===== src/rtl/des_dec_key_sched.sv =====
// DES decryption-direction subkey generator: streams K16..K1 over a valid/ready handshake.
// Optional key parity checking is enabled by defining DES_KEY_PARITY_CHK_EN.
module des_dec_key_sched (
  input  logic        clk,
  input  logic        rst_n,
  input  logic [64:1] key_in,
  input  logic        start,
  output logic        busy,
  output logic [48:1] subkey_out,
  output logic        subkey_valid,
  input  logic        subkey_ready,
  output logic [4:0]  subkey_idx,
  output logic        subkey_last,
  output logic        key_err
);

  localparam logic [0:0] S_IDLE = 1'b0;
  localparam logic [0:0] S_RUN  = 1'b1;

  // Tables use DES bit numbers (1 = MSB); vector index of DES bit j in an N-bit bus is N+1-j.
  localparam int unsigned PC1_TBL [56] = '{
    57, 49, 41, 33, 25, 17,  9,  1, 58, 50, 42, 34, 26, 18,
    10,  2, 59, 51, 43, 35, 27, 19, 11,  3, 60, 52, 44, 36,
    63, 55, 47, 39, 31, 23, 15,  7, 62, 54, 46, 38, 30, 22,
    14,  6, 61, 53, 45, 37, 29, 21, 13,  5, 28, 20, 12,  4
  };

  localparam int unsigned PC2_TBL [48] = '{
    14, 17, 11, 24,  1,  5,  3, 28, 15,  6, 21, 10,
    23, 19, 12,  4, 26,  8, 16,  7, 27, 20, 13,  2,
    41, 52, 31, 37, 47, 55, 30, 40, 51, 45, 33, 48,
    44, 49, 39, 56, 34, 53, 46, 42, 50, 36, 29, 32
  };

  function automatic logic [56:1] pc1(input logic [64:1] k);
    logic [56:1] r;
    r = '0;
    for (int unsigned i = 0; i < 56; i++)
      r[6'(56 - i)] = k[7'(65 - PC1_TBL[i])];
    return r;
  endfunction

  function automatic logic [48:1] pc2(input logic [56:1] cd_v);
    logic [48:1] r;
    r = '0;
    for (int unsigned i = 0; i < 48; i++)
      r[6'(48 - i)] = cd_v[6'(57 - PC2_TBL[i])];
    return r;
  endfunction

  logic [0:0]  state;
  logic [56:1] cd;
  logic [4:0]  idx;
  logic [56:1] cd_rot;
  logic [4:0]  idx_next;
  logic        rot_one;

  // Right rotation in DES numbering moves bits toward the vector LSB, bit 28 wrapping to bit 1.
  always_comb begin
    idx_next = idx - 5'd1;
    rot_one  = (idx_next == 5'd15) || (idx_next == 5'd8) || (idx_next == 5'd1);
    if (rot_one)
      cd_rot = {cd[29], cd[56:30], cd[1], cd[28:2]};
    else
      cd_rot = {cd[30:29], cd[56:31], cd[2:1], cd[28:3]};
  end

`ifdef DES_KEY_PARITY_CHK_EN
  function automatic logic parity_ok(input logic [64:1] k);
    logic ok;
    ok = 1'b1;
    for (int unsigned b = 0; b < 8; b++)
      if (!(^k[7'(8 * b + 8) -: 8])) ok = 1'b0;
    return ok;
  endfunction

  logic err_q;
  assign key_err = err_q;
`else
  assign key_err = 1'b0;
`endif

  always_ff @(posedge clk or negedge rst_n) begin
    if (!rst_n) begin
      state <= S_IDLE;
      cd    <= '0;
      idx   <= '0;
`ifdef DES_KEY_PARITY_CHK_EN
      err_q <= 1'b0;
`endif
    end else begin
      case (state)
        S_IDLE: begin
          if (start) begin
`ifdef DES_KEY_PARITY_CHK_EN
            if (parity_ok(key_in)) begin
              cd    <= pc1(key_in);
              idx   <= 5'd16;
              state <= S_RUN;
              err_q <= 1'b0;
            end else begin
              err_q <= 1'b1;
            end
`else
            cd    <= pc1(key_in);
            idx   <= 5'd16;
            state <= S_RUN;
`endif
          end
        end
        S_RUN: begin
          if (subkey_ready) begin
            if (idx == 5'd1) begin
              state <= S_IDLE;
              idx   <= '0;
            end else begin
              cd  <= cd_rot;
              idx <= idx_next;
            end
          end
        end
        default: state <= S_IDLE;
      endcase
    end
  end

  assign busy         = (state == S_RUN);
  assign subkey_valid = (state == S_RUN);
  assign subkey_last  = (state == S_RUN) && (idx == 5'd1);
  assign subkey_idx   = idx;
  assign subkey_out   = pc2(cd);

endmodule


===== config.mk =====
export PLATFORM = sky130hd
export DESIGN_NAME = des_dec_key_sched
export DESIGN_NICKNAME = d
export VERILOG_FILES = /design/src/rtl/des_dec_key_sched.sv
export SDC_FILE = /design/constraint.sdc
export NUM_CORES = 1
export LEC_CHECK = 0
export BUFFER_PORTS_ARGS = -buffer_cell sky130_fd_sc_hd__buf_4
export CORE_MARGIN = 2
export CORE_UTILIZATION = 50
export CTS_CLUSTER_SIZE = 24
export DETAILED_ROUTE_END_ITERATION = 10
export PLACE_DENSITY = 0.89
export SYNTH_ARGS = -nofsm -noshare
export SYNTH_HDL_FRONTEND = slang
export SYNTH_SLANG_ARGS = --single-unit

===== constraint.sdc =====
create_clock -name clk -period 4.8 [get_ports clk]
set_input_delay 0.72 -clock clk [delete_from_list [all_inputs] [get_ports clk]]
set_output_delay 0.72 -clock clk [all_outputs]
set_load 0.02 [all_outputs]

# Word level (Yosys, flattened, before mapping)
# Index checks and enable logic that the tools add are counted.
dict set report totals {
  regBits 62
  out_inout_bits 57
  word_cells 30
}
dict set report op_classes {
  n_addsub 1
  eq_ne 7
  muxes 13
  bitwise_logic 1
  reduce_logical 5
}
# op count
set ops {}
lappend ops {{two-way mux 56 bit} 4}
lappend ops {{one-hot mux 56 bit (2 select lines)} 1}
lappend ops {{two-way mux 5 bit} 3}
lappend ops {{equality test 5 x 1 -> 1 bit (second input constant)} 2}
lappend ops {{equality test 5 x 4 -> 1 bit (second input constant)} 2}
lappend ops {{one-hot mux 5 bit (2 select lines)} 1}
lappend ops {{!= test 2 bit (second input constant)} 3}
lappend ops {{subtractor 5 x 1 -> 5 bit (second input constant)} 1}
lappend ops {{two-way mux 1 bit} 3}
lappend ops {{AND reduction 3 bit} 1}
lappend ops {{logical OR 1 bit} 2}
lappend ops {{one-hot mux 1 bit (2 select lines)} 1}
lappend ops {{AND reduction 2 bit} 1}
lappend ops {{logical AND 1 bit} 1}
lappend ops {{NOT 1 bit} 1}

# Depth between registers and ports, before layout
# Gate-level depths: netlist of run 1.
dict set report logic_depth {
  depth_word 8
  ltp_mapped 9
  mapped_depth_nobuf 7
}

# Worst setup path before layout of run 1
# Ideal clock, no wire load.
dict set report synth_timing {
  path_type {register -> register}
  from {register idx[1], in the netlist subkey_idx[1]}
  to {register cd[28] (netlist bit)}
  t_arrival_ps 2205
  path_slack_ps 2508
  path_stages_with_launch 10
  cell_sequence {dfrtp_1 -> inv_1 -> ha_1 -> nor4b_2 -> nor2_1 -> clkbuf_1 -> clkbuf_1 -> nand2_1 -> or3_1 -> o211ai_1}
}
dict set report synth_between {
  elab_chain_cells 8
}
# element line_no
set synth_rtl {}
lappend synth_rtl {{start, declared} 53} ;# logic [4:0] idx;
lappend synth_rtl {{start signal, assigned} 118} ;# idx <= idx_next;
lappend synth_rtl {{subtractor 5 x 1 -> 5 bit} 60} ;# idx_next = idx - 5'd1;
lappend synth_rtl {{equality test 5 x 4 -> 1 bit} 61} ;# rot_one = (idx_next == 5'd15) || (idx_next == 5'd8) || (idx_next == 5'd1);
lappend synth_rtl {{logical OR 1 bit (2 in series)} 61}
lappend synth_rtl {{two-way mux 56 bit} 62} ;# if (rot_one)
lappend synth_rtl {{two-way mux 56 bit} 113} ;# if (idx == 5'd1) begin
lappend synth_rtl {{two-way mux 56 bit} 112} ;# if (subkey_ready) begin
lappend synth_rtl {{one-hot mux 56 bit (2 select lines)} 92} ;# case (state)
lappend synth_rtl {{end signal, assigned} 105} ;# cd <= pc1(key_in);
lappend synth_rtl {{end signal, assigned} 117} ;# cd <= cd_rot;
lappend synth_rtl {{end, declared} 52} ;# logic [56:1] cd;
# Parallel ways exist; a longest one is shown, timed or not. The select of a mux whose other input is x is not followed.
# A chain may end at the register's enable or synchronous reset.

# Worst setup path in the final report of run 1
dict set report layout_timing {
  from {register idx[0], in the netlist subkey_idx[0]}
  to {register cd[19] (netlist bit)}
}
# The elaborated chain is that of the path after synthesis.

==> flow_summary.toml, run 1 <==
[outcome]
outcome = "finished, final reports clean"

[clock_tree]
cts_buffer_depth = 2
holdBufCountCts = 0
clock_sink_count = 62
cts_tree = "built"
cts_buffers = 9
htreeDepth = 3
insertion_delay_ps = 330
cts.clk_slew.worst_paths_ps = 70
cts_root_buffer = "clkbuf_8"
cts_resized = 0
postCtsSetupBuffers = 0

[yosys]
synth-seq-area-share = 0.367
synth.avg_cell_area_um2 = 8.90
synth_top_family_by_area = "simple AND/OR/NAND/NOR gates"
synth_fa_ha_area_frac = 0.0118
synth_top_area_share = 0.367
synthFlopType = "dfrtp_1"
yosysTopAreaCell = "dfrtp_1"
synthTopCellsByCount = "62 x dfrtp_1, 61 x nand2_1, 57 x a21oi_1, 57 x or3_1, 56 x and3_1"
synth_compound_area_frac = 0.231
ys_warn_count = 0
synthesis.nets = 547
ys_ff_latch = 62
synth_edf_count = 0
yosysUniqueCellTypes = 33
synthSimpleGateAreaFrac = 0.246
synth_mux_area_frac = 0
synth_area_leaders = "dfrtp_1 37%, o211ai_2 12%, buf_4 9.1%, or3_1 8.4%, and3_1 8.3%"
postSynth.asyncResetShare = 1.00
synth-xor-area-share = 0.00415
netlist_area_um2 = 4230
yosysMostFrequentCell = "dfrtp_1"
synthesis.instances = 475

[setup_path]
worstSetupPathType = "reg -> reg"
timing.rr.start = "subkey_idx[0]"
cp_cell_sequence = "inv_1 -> ha_1 -> nor3b_1 -> xor2_1 -> a211oi_4 -> nor2_4 -> buf_4 -> o211ai_1"
start_kind = "flop"
crit_start = "subkey_idx[0]"
critPathMaxStageDelay_ps = 610
cp_top_family = "buffers and inverters"
critPathMaxFanout = 44
crit_buf_inv = 2
cp.arrival_ps = 3040
worstPathRequired_ps = 4980
slowest_stage = "buf_4"
crit_path_end_kind = "flop"

[sta]
tightest_slew_ps = 997
setup_slack_ps = 1940
setup_viol_count_final = 0
slew_viol_final = 0
rsz0062_at_grt = "no"
timing.fmax_mhz = 350
hold_violations = 0
slew_headroom = 0.335
fin_skew_ps = 5.42
tns_ps = 0
holdWs_ps = 483
fin_crit_ps = 2860
timing.final.crit_share = 0.596

[drt]
drtPass1Iterations = 5
vias_per_cell = 5.96
wl_per_cell_um = 17.8
initialDrtViolationCount = 246
drc = 0
via_count = 3698
ant_nets = 0
postRouteWirelength_mm = 11.0

[grt]
grt_pass1_wl_mm = 17.3
grt_pass1_vias = 3539
gr-total-overflow = 0
grt_use_total = 0.241
antenna_found_initial = 0
grt_max_degree = 63

[floorplanning]
fp.dieH_um = 95.9
rows = 33
io_pins = 125
fp.coreArea_um2 = 8220
die_area_um2 = 9200
start_util = 0.514
dieWidth_um = 95.9

[cells_and_area]
antenna_cells = 0
areaGrowthSynthToFinish_pct = 15.0
nNetsFinal = 585
drive_above_1_share = 0.351
layout.cells.non_filler = 620
fill_cells = 754

[worst_hold_path]
hp-class = "in -> async"

[placed_design]
gp_congestion = 0.798
port_buffers = 115
place_worst_setup_slack_ps = 1920
place_inst = 607
hpwl_mm = 6.95

[power_and_ir_drop]
p_leak_nw = 2.39
vdd_drop_max_mv = 0.275
powerDensity_nw_per_um2 = 615
p_total_w = 0.00299

[job]
cap_violations = 0
-- state kept, by name, summed over array words and instances (netlist names) --
name and flops:
busy 1, cd 56, subkey_idx 5
-- final timing paths --
| kind | slack, ps | cells after the start | end |
|---|---|---|---|
| max | 1940 | 8 | cd[19] |
| min | 480 | 1 | cd[53] |
| max reg2reg | 1940 | 8 | cd[19] |
| min reg2reg | 570 | 2 | cd[34] |
| max in group asynchronous | 3780 | 1 | subkey_idx[3] |
| min in group clk | 570 | 2 | cd[34] |
-- cell families after synthesis --
logic type | Yosys count
simple gates | 189
compound gates | 122
buf+inv | 95
flops | 62
fa+ha+maj | 4
xor+xnor | 2
other cells | 1
-- per-layer routing --
layer / wire length (um) / GRT usage / vias to the layer above
li1: - / - / 1733
met1: 4690 / 0.315 / 1815
met2: 5430 / 0.391 / 138
met3: 774 / 0.0619 / 12
met4: 131 / 0.0786 / 0
met5: 0 / 0 / -
-- cells in the final DEF (no fill, tap or decap), types with 2 or more instances in the layout --
cell type / Yosys / final
buf_4: 51 / 120
dfrtp_1: 62 / 62
nand2_1: 61 / 61
a21oi_1: 57 / 57
or3_1: 57 / 57
and3_1: 56 / 56
o211ai_2: 40 / 40
o211ai_1: 16 / 16
clkbuf_8: 0 / 9
ha_1: 4 / 4
nand3_1: 3 / 3
clkinv_2: 0 / 3
inv_1: 2 / 2
o31ai_1: 2 / 2
xor2_1: 2 / 2
nor2_4: 0 / 2
o21ai_0: 2 / 2
-- layout make-up --
type / count / area, um^2 / share of cell area
clock buffers: 10 / 128 / 0.0263
clock inverters: 3 / 15.0 / 0.00309
inverters: 2 / 7.51 / 0.00154
multi-input cells: 318 / 2130 / 0.437
flip-flops and latches: 62 / 1550 / 0.319
well taps: 105 / 131 / 0.0270
repair buffers: 120 / 901 / 0.185
-- metrics by stage --
step	util	cell area (um^2)
6_report	0.591	4860
5_1_grt	0.591	4860
4_1_cts	0.591	4860
3_5_place_dp	0.574	4720
3_3_place_gp	0.574	4720
2_1_floorplan	-	4230
-- where the power goes --
| group | leakage (nW) | internal (W) | switching [W] |
|---|---|---|---|
| sequential | 0.796 | 0.000731 | 0.000187 |
| combinational | 1.51 | 0.000687 | 0.00101 |
| clock | 0.0776 | 0.000176 | 0.000193 |
(Power assumes the default switching activity.)
==> run 2: changes to the inputs <==
ABC_AREA = 1   (was not set)
PLACE_DENSITY = 0.88   (was 0.89)
clock period = 2.7 ns   (was 4.8 ns; I/O delays follow)
==> run 2 against run 1 <==
Effect of this change:
- fmax up 18%
- critical path depth up 4
- sequential share of layout area decreased by 1.6 points
- synthesized cell count is 28% higher
- area after synthesis increased by 8.1%
- sequential power rose by 82%
- worst setup slack lost 1700 ps
- largest power group unchanged
- highest routed layer unchanged
==> flow_summary.toml, run 2 <==
[outcome]
outcome = "finished, final reports clean"

[drt]
wl_met1_mm = 4.97
initialDrtViolationCount = 377
met3WireLength_um = 826
wl_per_cell_um = 14.8
vias_per_cell = 5.44
drtPass1Iterations = 5
via_count = 4127
wl_met2_mm = 5.32
ant_nets = 0
dr.max_layer_used = "met4"
postRouteWirelength_mm = 11.2
drc = 0

[cells_and_area]
fill_cells = 802
nNetsFinal = 718
areaGrowthSynthToFinish_pct = 12.1
seqCellArea_um2 = 1550
drive_above_1_share = 0.302
multi_input_area_um2 = 2040
most-common-layout-cells = "124 x buf_4, 117 x nand3_1, 72 x a21oi_1"
final_common_cell = "buf_4"
largest_register = "cd"
largest_register_ffs = 56
fin_area_um2 = 5120
antenna_cells = 0

[clock_tree]
holdBufCountCts = 0
htreeDepth = 3
insertion_delay_ps = 330
postCtsSetupBuffers = 0
clock_sink_count = 62
cts_buffers = 9
cts_tree = "built"
cts_resized = 0
cts.clk_slew.worst_paths_ps = 70
cts_buffer_depth = 2
cts_root_buffer = "clkbuf_8"

[sta]
tightest_slew_ps = 1030
slew_headroom = 0.310
fin_crit_ps = 2420
hold_violations = 0
tns_ps = 0
timing.fmax_mhz = 413
fin_skew_ps = 8.97
slew_viol_final = 0
setup_viol_count_final = 0
timing.final.crit_share = 0.897
rsz0062_at_grt = "no"

[setup_path]
critPathMaxFanout = 31
start_kind = "flop"
cp.arrival_ps = 2640
worstPathRequired_ps = 2920
worstSetupPathType = "reg -> reg"
crit_path_end_kind = "flop"

[job]
cap_violations = 0

[yosys]
yosysUniqueCellTypes = 25
synth_area_leaders = "dfrtp_1 34%, nand3_1 13%, buf_4 9.5%, a21oi_1 7.9%, a21oi_2 7.9%"
ys_warn_count = 0
synth.avg_cell_area_um2 = 7.51
netlist_area_um2 = 4570
synthesis.instances = 608
postSynth.asyncResetShare = 1.00
synthTopCellsByCount = "117 x nand3_1, 72 x a21oi_1, 65 x inv_1, 62 x dfrtp_1, 58 x buf_4"
ys_ff_latch = 62
synth-seq-area-share = 0.340
synth_edf_count = 0
yosysMostFrequentCell = "nand3_1"
synth_top_area_share = 0.340
synthFlopType = "dfrtp_1"
yosysTopAreaCell = "dfrtp_1"
synthesis.nets = 680

[grt]
antenna_found_initial = 0
grt_max_degree = 63
grt_pass1_vias = 3931
grt_use_total = 0.230
grt_pass1_wl_mm = 18.8
gr-total-overflow = 0

[power_and_ir_drop]
vdd_drop_max_mv = 0.892
p_leak_nw = 2.58
powerDensity_nw_per_um2 = 1460

[worst_hold_path]
hp-class = "in -> async"

[placed_design]
place_area_um2 = 4940
gp_congestion = 0.849
hpwl_mm = 7.30
port_buffers = 115

[floorplanning]
fp.coreArea_um2 = 8810
rows = 34
io_pins = 125
start_util = 0.518
fp.dieH_um = 99.6
die_area_um2 = 9910
dieWidth_um = 99.6
-- run 2: cell types whose count changed after synthesis, moves of 49 or more --
cell     previous run  this run
or3_1              57         0
and3_1             56         0
inv_1               2        65
nand3_1             3       117
nand2_1            61        12
nor2_1              3        57
-- run 2: power by group --
part | internal, W | switching (W)
registers | 0.00134 | 0.000330
logic | 0.00174 | 0.00331
clock network | 0.000404 | 0.000354
-- run 2: path summary, 6_finish.rpt --
check | end | cells after the start | slack [ps] | startpoint
min reg2reg | cd[14] | 2 | 520 | cd[14]
max | cd[3] | 12 | 280 | subkey_idx[0]
min in group clk | busy | 3 | 310 | start
max reg2reg | cd[3] | 12 | 280 | subkey_idx[0]
max in group asynchronous | busy | 1 | 1980 | rst_n
min | subkey_idx[0] | 1 | 160 | rst_n
-- run 2: layout make-up --
cell class,instances,share of cell area
Clock buffer,14,0.0337
Timing Repair Buffer,125,0.186
Multi-Input combinational cell,380,0.400
Inverter,68,0.0499
Sequential cell,62,0.303
Clock inverter,1,0.000978
Tap cell,108,0.0264
-- run 2: per-layer routing --
| layer | vias to the layer above | track usage |
|---|---|---|
| li1 | 2046 | - |
| met1 | 1891 | 0.317 |
| met4 | 0 | 0.0653 |
| met5 | - | 0 |
| met2 | 176 | 0.365 |
| met3 | 14 | 0.0520 |
-- run 2: cell families (layout without fill, tap and decap cells) --
kind of cell	count (synthesis)	in the layout	synth area share
adder cells (fa/ha/maj)	4	4	0.0110
buffers and inverters	166	208	0.216
AND/OR/NAND/NOR	199	199	0.205
AO/OA/AOI/OAI	176	176	0.228
flip-flops	62	62	0.340
other	1	1	0.000821
-- run 2: worst max-delay path, cell delays in order (launching register included) --
cell	delay [ps]
dfrtp_1	410
inv_1	200
ha_1	270
inv_1	70
nand2_2	70
nand2_2	80
nand2_2	110
nand3_2	70
nand2_2	440
buf_4	330
o21ai_1	90
nand3_1	90
a21oi_2	60
-- run 2: per-stage QoR --
stage / instances / hold slack, ps / util / setup slack [ps] / total power, W
4_1_cts: 758 / 197 / 0.581 / 337 / 0.00747
2_1_floorplan: 608 / 109 / - / 803 / 0.00608
5_1_grt: 758 / 238 / 0.581 / 107 / 0.00811
3_3_place_gp: 743 / 500 / 0.561 / 447 / 0.00651
6_report: 758 / 165 / 0.581 / 279 / 0.00749
3_5_place_dp: 743 / 507 / 0.561 / 347 / 0.00670
